File: config.mk
export PLATFORM = sky130hd
export DESIGN_NAME = fg_config_sequencer
export DESIGN_NICKNAME = d
export VERILOG_FILES = /design/src/rtl/fg_config_sequencer.sv
export SDC_FILE = /design/constraint.sdc
export NUM_CORES = 1
export LEC_CHECK = 0
export ABC_AREA = 1
export CAP_MARGIN = 15
export CORE_MARGIN = 5
export CORE_UTILIZATION = 40
export DETAILED_ROUTE_END_ITERATION = 12
export PLACE_DENSITY_LB_ADDON = 0.25
export SYNTH_ARGS = -nofsm -noshare
export SYNTH_HDL_FRONTEND = slang
export SYNTH_SLANG_ARGS = --single-unit
File: constraint.sdc
create_clock -name clk_i -period 2.7 [get_ports clk_i]
set_clock_uncertainty 0.05 [all_clocks]
set_input_delay 0.81 -clock clk_i [delete_from_list [all_inputs] [get_ports clk_i]]
set_output_delay 0.81 -clock clk_i [all_outputs]
set_load 0.02 [all_outputs]
File: src/rtl/fg_config_sequencer.sv
// fg_config_sequencer
// Queues host register writes and applies them to the function generator's
// configuration bank as one uninterrupted burst after a commit. The burst
// only starts at a safe point: generator disabled or period-boundary strobe.
// That way a parameter change never lands mid-waveform.
//
// Optional feature macro: FG_CFG_TIMEOUT_EN
//   defined   - the wait for a safe point is bounded by TIMEOUT_CYCLES. On
//               expiry the burst is forced and the sticky timeout_o is set.
//   undefined - the wait is unbounded and timeout_o is tied low.
module fg_config_sequencer #(
  parameter int DATA_W         = 8,
  parameter int ADDR_W         = 3,
  parameter int NUM_REGS       = 7,
  parameter int DEPTH          = 4,
  parameter int TIMEOUT_CYCLES = 1024
) (
  input  logic                         clk_i,
  input  logic                         rstn_i,
  input  logic                         req_valid_i,
  input  logic [ADDR_W-1:0]            req_addr_i,
  input  logic [DATA_W-1:0]            req_data_i,
  output logic                         req_ready_o,
  input  logic                         commit_i,
  input  logic                         fg_enable_i,
  input  logic                         period_STRB_i,
  output logic                         cr_wr_o,
  output logic [ADDR_W-1:0]            cr_addr_o,
  output logic [DATA_W-1:0]            cr_data_o,
  output logic                         busy_o,
  output logic [$clog2(DEPTH+1)-1:0]   count_o,
  output logic                         err_addr_o,
  output logic                         timeout_o
);

  localparam int PTR_W = (DEPTH > 1) ? $clog2(DEPTH) : 1;
  localparam int CNT_W = $clog2(DEPTH + 1);

  localparam logic [CNT_W-1:0]  DEPTH_C    = CNT_W'(DEPTH);
  localparam logic [ADDR_W:0]   NUM_REGS_C = (ADDR_W+1)'(NUM_REGS);

  typedef enum logic [1:0] {
    IDLE      = 2'd0,
    WAIT_SAFE = 2'd1,
    APPLY     = 2'd2
  } state_t;

  state_t state, state_nxt;

  // Circular buffer storage. Data only, so it carries no reset.
  logic [ADDR_W-1:0] q_addr [DEPTH];
  logic [DATA_W-1:0] q_data [DEPTH];

  logic [PTR_W-1:0]  wr_ptr;
  logic [PTR_W-1:0]  rd_ptr;
  logic [CNT_W-1:0]  count;

  logic              addr_ok;
  logic              req_acc;
  logic              push;
  logic              pop;
  logic              safe;

`ifdef FG_CFG_TIMEOUT_EN
  localparam int TO_W = (TIMEOUT_CYCLES > 1) ? $clog2(TIMEOUT_CYCLES) : 1;
  localparam logic [TO_W-1:0] TO_INIT = TO_W'(TIMEOUT_CYCLES - 1);

  logic [TO_W-1:0]   to_cnt;
  logic              wait_entry;
  logic              timeout_fire;
  logic              timeout_q;
`else
  // Keeps TIMEOUT_CYCLES referenced when the timeout feature is compiled out.
  wire unused_timeout_cfg = (TIMEOUT_CYCLES > 0);
`endif

  // Request acceptance, address validity and the safe-point condition.
  always_comb begin
    addr_ok     = ({1'b0, req_addr_i} < NUM_REGS_C);
    req_ready_o = (state == IDLE) && (count < DEPTH_C);
    req_acc     = req_valid_i && req_ready_o;
    push        = req_acc && addr_ok;
    safe        = !fg_enable_i || period_STRB_i;
  end

  assign busy_o  = (state != IDLE);
  assign count_o = count;

  // State register.
  always_ff @(posedge clk_i or negedge rstn_i) begin
    if (!rstn_i) begin
      state <= IDLE;
    end else begin
      state <= state_nxt;
    end
  end

  // Next-state logic. APPLY lingers one cycle after the last pop, so busy_o
  // stays high through the final bank write.
  always_comb begin
    state_nxt = state;
    pop       = 1'b0;
`ifdef FG_CFG_TIMEOUT_EN
    wait_entry   = 1'b0;
    timeout_fire = 1'b0;
`endif
    case (state)
      IDLE: begin
        // A push in the same cycle counts toward a non-empty burst.
        if (commit_i && ((count != '0) || push)) begin
          state_nxt = WAIT_SAFE;
`ifdef FG_CFG_TIMEOUT_EN
          wait_entry = 1'b1;
`endif
        end
      end
      WAIT_SAFE: begin
        // A safe point wins over a coincident expiry.
        if (safe) begin
          state_nxt = APPLY;
        end
`ifdef FG_CFG_TIMEOUT_EN
        else if (to_cnt == '0) begin
          state_nxt    = APPLY;
          timeout_fire = 1'b1;
        end
`endif
      end
      APPLY: begin
        if (count != '0) begin
          pop = 1'b1;
        end else begin
          state_nxt = IDLE;
        end
      end
      default: state_nxt = IDLE;
    endcase
  end

  // Queue pointers and occupancy. Push occurs only in IDLE and pop only in
  // APPLY, but both cases are handled anyway.
  always_ff @(posedge clk_i or negedge rstn_i) begin
    if (!rstn_i) begin
      wr_ptr <= '0;
      rd_ptr <= '0;
      count  <= '0;
    end else begin
      if (push) begin
        wr_ptr <= wr_ptr + PTR_W'(1);
      end
      if (pop) begin
        rd_ptr <= rd_ptr + PTR_W'(1);
      end
      if (push && !pop) begin
        count <= count + CNT_W'(1);
      end else if (pop && !push) begin
        count <= count - CNT_W'(1);
      end
    end
  end

  // Queue storage write port.
  always_ff @(posedge clk_i) begin
    if (push) begin
      q_addr[wr_ptr] <= req_addr_i;
      q_data[wr_ptr] <= req_data_i;
    end
  end

  // Registered bank write port. Address and data hold between bursts.
  always_ff @(posedge clk_i or negedge rstn_i) begin
    if (!rstn_i) begin
      cr_wr_o   <= 1'b0;
      cr_addr_o <= '0;
      cr_data_o <= '0;
    end else begin
      cr_wr_o <= pop;
      if (pop) begin
        cr_addr_o <= q_addr[rd_ptr];
        cr_data_o <= q_data[rd_ptr];
      end
    end
  end

  // Sticky flag: an accepted request to an unimplemented register was dropped.
  always_ff @(posedge clk_i or negedge rstn_i) begin
    if (!rstn_i) begin
      err_addr_o <= 1'b0;
    end else if (req_acc && !addr_ok) begin
      err_addr_o <= 1'b1;
    end
  end

`ifdef FG_CFG_TIMEOUT_EN
  // Safe-point wait counter. It is loaded on entry to WAIT_SAFE and counts
  // down while waiting.
  always_ff @(posedge clk_i or negedge rstn_i) begin
    if (!rstn_i) begin
      to_cnt <= '0;
    end else if (wait_entry) begin
      to_cnt <= TO_INIT;
    end else if ((state == WAIT_SAFE) && (to_cnt != '0)) begin
      to_cnt <= to_cnt - TO_W'(1);
    end
  end

  // Sticky flag: a burst was forced without a safe point.
  always_ff @(posedge clk_i or negedge rstn_i) begin
    if (!rstn_i) begin
      timeout_q <= 1'b0;
    end else if (timeout_fire) begin
      timeout_q <= 1'b1;
    end
  end

  assign timeout_o = timeout_q;
`else
  assign timeout_o = 1'b0;
`endif

endmodule

-- Yosys cells after proc, flatten, opt, wreduce, memory -nomap -nowiden
Memory sizes are Yosys's and may differ from the RTL's. A register that Yosys moved wholly into a read port is not among the register bits.
Cells that the tools add are included.
- bits in registers: 11
- bits in latches: 0
- memory bits (writable): 44
- ROM bits: 0
- output and inout port bits: 19
- word-level logic and storage cells: 49
- memories: 2
- memory list (memory ; depth ; width ; read ports ; clocked after Yosys merged registers in ; write ports ; line ; RTL):
    q_data ; 4 ; 8 ; 1 ; 1 ; 1 ; 52 ; logic [DATA_W-1:0] q_data [DEPTH];
    q_addr ; 4 ; 3 ; 1 ; 1 ; 1 ; 51 ; logic [ADDR_W-1:0] q_addr [DEPTH];
- $add $sub $neg: 4
- multiply operators: 0
- divide/modulo/power cells: 0
- order comparisons: 2
- equal/unequal tests: 5
- shifts and indexed selects: 0
- multiplexer cells: 10
- bitwise operators: 0
- reductions and logical operators: 20
- operators with widths (operator ; count):
    logical AND 1 bit ; 7
    logical NOT 1 bit ; 6
    < comparator 3 bit (second input constant) ; 2
    two-way mux 2 bit ; 3
    two-way mux 3 bit ; 2
    case mux 2 bit (3 select lines) ; 1
    adder 2 x 1 -> 2 bit (second input constant) ; 2
    two-way mux 1 bit ; 4
    inequality test 2 bit (second input constant) ; 2
    nonzero test 2 bit ; 2
    adder 3 x 1 -> 3 bit (second input constant) ; 1
    AND reduction 3 bit ; 1
    nonzero test 3 bit ; 1
    subtractor 3 x 1 -> 3 bit (second input constant) ; 1
    == test 2 x 1 -> 1 bit (second input constant) ; 1
    == test 2 bit (second input constant) ; 1
    logical NOT 2 bit ; 1
    logical OR 1 bit ; 2
    inequality test 2 x 1 -> 1 bit (second input constant) ; 1

-- Depth between registers and ports, before layout
Gate-level depths: netlist of run 1.
- word-level depth: 8
- depth in mapped cells: 11

-- Least setup slack after synthesis of run 1
Ideal clock, no wire load.
- path kind: input-to-reg
- start point: in req_addr_i[2]
- end point: reg count[2] (netlist: count_o[2])
- setup time: 0.123 ns
- arrival: 2.020 ns
- required time: 2.527 ns
- setup slack: 0.507 ns
- stages: 9
- buffers on the path: 0
- cells stage by stage: nand3_1 inv_1 nor2_1 ha_1 inv_1 fa_1 nand2_1 nand3_1 xor2_1
- cells in the longest elaborated chain, start to end: 5
- ends and longest elaborated chain (what ; line ; RTL):
    start, declared ; 21 ; input logic [ADDR_W-1:0] req_addr_i,
    < comparator 3 bit * ; 79 ; addr_ok = ({1'b0, req_addr_i} < NUM_REGS_C);
    logical AND 1 bit * ; 82 ; push = req_acc && addr_ok;
    net push ; 60 ; logic push;
    logical NOT 1 bit ; 156 ; end else if (pop && !push) begin
    logical AND 1 bit ; 156 ;
    nonzero test 2 bit (no source line) ; n/a ;
    end signal, assigned ; 155 ; count <= count + CNT_W'(1);
    end signal, assigned ; 157 ; count <= count - CNT_W'(1);
    end, declared ; 56 ; logic [CNT_W-1:0] count;
The timed path passes the listed nets; every way through them passes the cells marked *.
A chain may end at the register's enable or synchronous reset.

-- Final worst setup path of run 1
- start point: reg state[1]
- end point: out req_ready_o
- cells in the longest elaborated chain, start to end: 2
- ends and longest elaborated chain (what ; line ; RTL):
    start, declared ; 48 ; state_t state, state_nxt;
    start signal, assigned ; 94 ; state <= state_nxt;
    logical NOT 2 bit ; 80 ; req_ready_o = (state == IDLE) && (count < DEPTH_C);
    logical AND 1 bit ; 80 ;
    end, declared ; 23 ; output logic req_ready_o,
No other way between the ends.

==> results of run 1 <==
## worst reg2reg max path: stages, from the launching register on
cell	delay (ns)
dfrtp_1	0.41
nor2_2	0.16
nand3_1	0.11
nor2_1	0.17
ha_1	0.19
inv_1	0.06
fa_1	0.38
nand2_1	0.08
nand3_1	0.08
xor2_1	0.14
## cell usage after synthesis
master    count
o21ai_1      12
edfxtp_1     44
fa_1          1
o21bai_1      1
inv_2         1
buf_4         5
o21ai_0      13
nand3_1       4
nor2_2        1
dfrtp_1      22
nand4_1       1
nand3b_1      1
buf_2         4
ha_1          5
conb_1        1
nor2_1       21
nand2_1      90
xnor2_1       2
o21a_1        1
inv_1        17
xor2_1        2
## metal layers
| layer | routed length, um | track usage [%] | share of wire [%] | vias to the layer above |
|---|---|---|---|---|
| li1 | - | - | - | 908 |
| met1 | 2450 | 17.7 | 47 | 830 |
| met2 | 2350 | 19.6 | 45 | 38 |
| met3 | 305 | 5.04 | 5.9 | 10 |
| met4 | 92 | 5.57 | 1.8 | 0 |
| met5 | 0 | 0 | 0 | - |
## registers in the layout, indices dropped and copies added, names as in the netlist, 2 cells and up
| name | cells |
|---|---|
| rd_ptr | 2 |
| state | 2 |
| wr_ptr | 2 |
| count_o | 3 |
| q_addr | 12 |
| cr_addr_o | 3 |
| q_data | 32 |
| cr_data_o | 8 |
## report_power, final
part,total (W),switching [W],internal (W)
registers,0.00146,0.000149,0.00131
clock network,0.000894,0.000376,0.000518
logic,0.00145,0.000856,0.000593
total,0.00381,0.00138,0.00242
## cell families (layout without fill, tap and decap cells)
group	after synthesis	count (layout)	synth area share [%]
buf+inv	27	83	4.61
simple gates	118	118	16.8
fa+ha+maj	6	6	3.04
xor+xnor	4	4	1.29
flops	66	66	68.9
other cells	1	1	0.138
compound gates	27	27	5.16
## through the flow
| stage | power (W) | util (%) | instance area [um^2] | setup WS [ns] | instances |
|---|---|---|---|---|---|
| after floorplan | 0.00240 | - | 2720 | 0.507 | 249 |
| after global placement | 0.00293 | 48.1 | 3210 | -0.0300 | 369 |
| after detailed placement | 0.00295 | 48.1 | 3210 | -0.102 | 369 |
| after CTS | 0.00385 | 51.3 | 3430 | 0.0870 | 385 |
| after global routing | 0.00410 | 51.3 | 3430 | 0.0509 | 385 |
| final | 0.00381 | 51.3 | 3430 | 0.156 | 385 |
## cell type report
cell class	count	area, um^2	share of cell area (%)
Clock buffer	9	124	3.61
Timing Repair Buffer	49	453	13.2
Multi-Input combinational cell	156	721	21.0
Sequential cell	66	1870	54.6
Clock inverter	7	93.8	2.74
Tap cell	80	100	2.92
Inverter	18	67.6	1.97
## final timing paths
kind,startpoint,end,depth (start not counted)
setup / recovery,state[1],req_ready_o,4
hold / removal,cr_addr_o[0],cr_addr_o[0],2
setup reg to reg,state[1],count_o[2],9
hold reg to reg,cr_addr_o[0],cr_addr_o[0],2
max in group asynchronous,rstn_i,cr_data_o[4],2
min in group asynchronous,rstn_i,cr_addr_o[0],2
## repair_timing
item | CTS | global route
endpoints found under the hold margin | 0 | 0
resized for setup | 0 | 1
endpoints found under the setup margin | 0 | 1
==> results.cfg, run 1 <==
[run_status]
status = finished clean

[worst_setup_path]
cpMaxStageDelayCell = clkdlybuf4s50_1
cp_num_buf_inv = 2
crit_required_ns = 1.84
crit_chain = nor2_2, inv_1, nor2_1, clkdlybuf4s50_1
endpoint_kind = output port
cp_max_fo = 4
criticalPathCategory = flip-flop to output port
rrSetupSlack_ns = 0.75
start_kind = flip-flop
critPathMaxStageDelay_ns = 0.60
crit_arrival_ns = 1.68
crit_family = buffers and inverters

[sta]
hold_viol = 0
worst_slew_pin_slew_ns = 0.558
slew-limit-headroom_pct = 62.7
slew_viol_final = 0
hold_slack_ns = 0.437
post-route-period-util_pct = 94.2
finalSetupViolations = 0
min_period_ns = 2.54
grt_setup_unrepaired = no
setup_tns_ns = 0
clock.fmax_ghz = 0.393

[clock_tree]
cts_buffer_depth = 2
hold_buffers = 0
cts-root-buf = clkbuf_8
htreeDepth = 3
path_clk_slew_ns = 0.08
cts_tree = yes
cts.sinks = 66
cts_inserted_buffers = 9
clkLatencyLatePin_ns = 0.34
post-cts-setup-buffers = 0

[layout]
drive_above_1_share_pct = 10.8
nNetsFinal = 323
n_antenna_cell = 0
area_growth_syn_to_layout_pct = 26.4
final_common_cell = nand2_1
final_cell_mix = nand2_1 (90), edfxtp_1 (44), clkdlybuf4s50_1 (34)
fill_cells = 621

[synth]
yosys.area.top_type = edfxtp_1
yosys_warnings = 0
synth_area_per_cell_um2 = 10.9
ys_seq_area_share_pct = 68.9
ys_ff_latch = 66
synth_area_leaders = edfxtp_1 (49%), dfrtp_1 (20%), nand2_1 (12%)
synth_cells = 249
synth_cell_types = 21
syn_nets = 272
synth.top_cell.area_share_pct = 48.7
syn_area_um2 = 2720

[die]
die_h_um = 92.4
io_pins = 36
rows = 30
dieArea_um2 = 8530
core_um2 = 6680
start_util_pct = 40.6
die_w_um = 92.4

[grt]
grt_pass1_vias = 1708
grt_usage_pct = 13.4
antenna_found_initial = 0
grt_pass1_wl_um = 8600
grt-ovfl-total = 0
grt_max_degree = 25

[placement]
port_buffers = 34
hpwl_um = 3530
gp_congestion = 0.785

[power_and_ir_drop]
power.density_nw_per_um2 = 1110
power.leakage_nw = 1.45
vdd_drop_max_mv = 0.352

[detailed_routing]
dr.pass1.iters = 4
wl_per_cell_um = 13.5
drt_iter0_markers = 140
antenna_left = 0
totalWireLength_um = 5200
via_count = 1786
drc_errors = 0
via_per_inst = 4.64

[flow_run]
maxCapViolCount = 0

[min_path]
hp-class = flip-flop to flip-flop
No activity file was read; power rests on OpenSTA's default activity.
==> run 2, diff against run 1 <==
CTS_CLUSTER_DIAMETER = 150   (was unset)
==> results of run 2 <==
Same layout as run 1: the final DEF is identical, and so are final timing and power.
==> run 3, diff against run 2 <==
CORE_UTILIZATION = 45   (was 40)
==> results.cfg, run 3 (same netlist as run 1, synthesis figures left out) <==
[layout]
reg_top3 = q_data (32), q_addr (12), cr_data_o (8)
nNetsFinal = 323
largest_reg_flops = 32
area_growth_syn_to_layout_pct = 25.4
final_cell_mix = nand2_1 (90), edfxtp_1 (44), clkdlybuf4s50_1 (34)
drive_above_1_share_pct = 10.2
registers.top_by_ff_count = q_data
instances_no_fill = 380
n_antenna_cell = 0
final_common_cell = nand2_1
fin_util_pct = 57.8

[detailed_routing]
totalWireLength_um = 5090
via_per_inst = 4.74
antenna_left = 0
drt_iter0_markers = 81
drc_errors = 0
wl_per_cell_um = 13.4
via_count = 1803
dr.pass1.iters = 4

[worst_setup_path]
r2r_start = state[1]
start_kind = flip-flop
rrSetupSlack_ns = 0.68
setup.worst_path.start = state[1]
criticalPathCategory = flip-flop to output port
r2r_cells = 9
r2r_end = count_o[2]
cp_max_fo = 4
endpoint_kind = output port
crit_required_ns = 1.84
crit_arrival_ns = 1.68

[power_and_ir_drop]
pwr-share-seq_pct = 39.4
p_sw_share_pct = 36.1
power.leakage_nw = 1.44
internal_power_w = 0.00238
power.density_nw_per_um2 = 1090
power.switching_w = 0.00134
pwr-share-comb_pct = 39.0
vdd_drop_max_mv = 0.537
power.share.clock_pct = 21.7

[grt]
grt_pass1_vias = 1645
antenna_found_initial = 0
grt-ovfl-total = 0
grt_usage_pct = 14.9
grt_pass1_wl_um = 8340
grt_max_degree = 25

[die]
dieArea_um2 = 7690
core_um2 = 5890
die_w_um = 87.7
start_util_pct = 46.1
io_pins = 36
die_h_um = 87.7
rows = 28

[min_path]
min_from = cr_addr_o[0]
hp-class = flip-flop to flip-flop
hold_end = cr_addr_o[0]
min_path_cells = 2

[sta]
post-route-period-util_pct = 94.2
grt_setup_unrepaired = no
worst_slew_pin_slew_ns = 0.570
min_period_ns = 2.54
clock.fmax_ghz = 0.393
hold_viol = 0
slew_viol_final = 0
finalSetupViolations = 0
slew-limit-headroom_pct = 62.0

[clock_tree]
cts-root-buf = clkbuf_8
htreeDepth = 3
path_clk_slew_ns = 0.07
clkLatencyLatePin_ns = 0.33
cts_buffer_depth = 2
post-cts-setup-buffers = 0
cts_resized = 0
cts_tree = yes
hold_buffers = 0
cts.sinks = 66
cts_inserted_buffers = 9

[placement]
port_buffers = 34
hpwl_um = 3420
place_inst = 364
gp_congestion = 0.723

[run_status]
status = finished clean

[flow_run]
maxCapViolCount = 0
[run 3: worst max path at each step]
stage	to	slack (ns)
after CTS	req_ready_o	0.08
after detailed placement	count_o[2]	-0.1
after floorplan	count_o[2]	0.51
after global routing	req_ready_o	0.03
after global placement	count_o[2]	-0.006
final	req_ready_o	0.16
[run 3: per-layer routing]
metal | global-route usage, % | vias to the layer above | part of all wire, %
met2 | 21.3 | 61 | 43
li1 | - | 906 | -
met4 | 9.62 | 0 | 2.9
met3 | 3.48 | 12 | 7.0
met1 | 20.5 | 824 | 47
met5 | 0 | - | 0
[run 3: cell type report]
type	count	area, um^2
clock inverter	2	35.0
clock buffer	14	163
fill	479	2480
timing repair buffer	49	453
tap	75	93.8
sequential	66	1870
inverter	18	67.6
multi-input combinational	156	721
[run 3: critical path, stage by stage (launching register included)]
cell	delay, ns
dfrtp_1	0.42
nor2_2	0.17
inv_1	0.08
nor2_1	0.08
clkdlybuf4s50_1	0.60
[run 3: per-stage QoR]
| step | instance area [um^2] | power, W | hold slack [ns] | worst slack, ns | setup TNS [ns] |
|---|---|---|---|---|---|
| 2_1_floorplan | 2720 | 0.00240 | 0.454 | 0.507 | 0 |
| 3_3_place_gp | 3200 | 0.00292 | 0.417 | -0.00561 | -0.00561 |
| 3_5_place_dp | 3200 | 0.00294 | 0.419 | -0.0987 | -0.0987 |
| 4_1_cts | 3400 | 0.00377 | 0.438 | 0.0809 | 0 |
| 5_1_grt | 3400 | 0.00401 | 0.467 | 0.0349 | 0 |
| 6_report | 3400 | 0.00373 | 0.430 | 0.157 | 0 |
[run 3: power groups by stage]
stage / clock [W] / combinational, W / sequential (W)
2_1_floorplan: 0 / 0.000808 / 0.00159
3_3_place_gp: 0 / 0.00144 / 0.00148
3_5_place_dp: 0 / 0.00146 / 0.00149
4_1_cts: 0.000832 / 0.00147 / 0.00147
5_1_grt: 0.000878 / 0.00163 / 0.00150
6_report: 0.000807 / 0.00145 / 0.00147
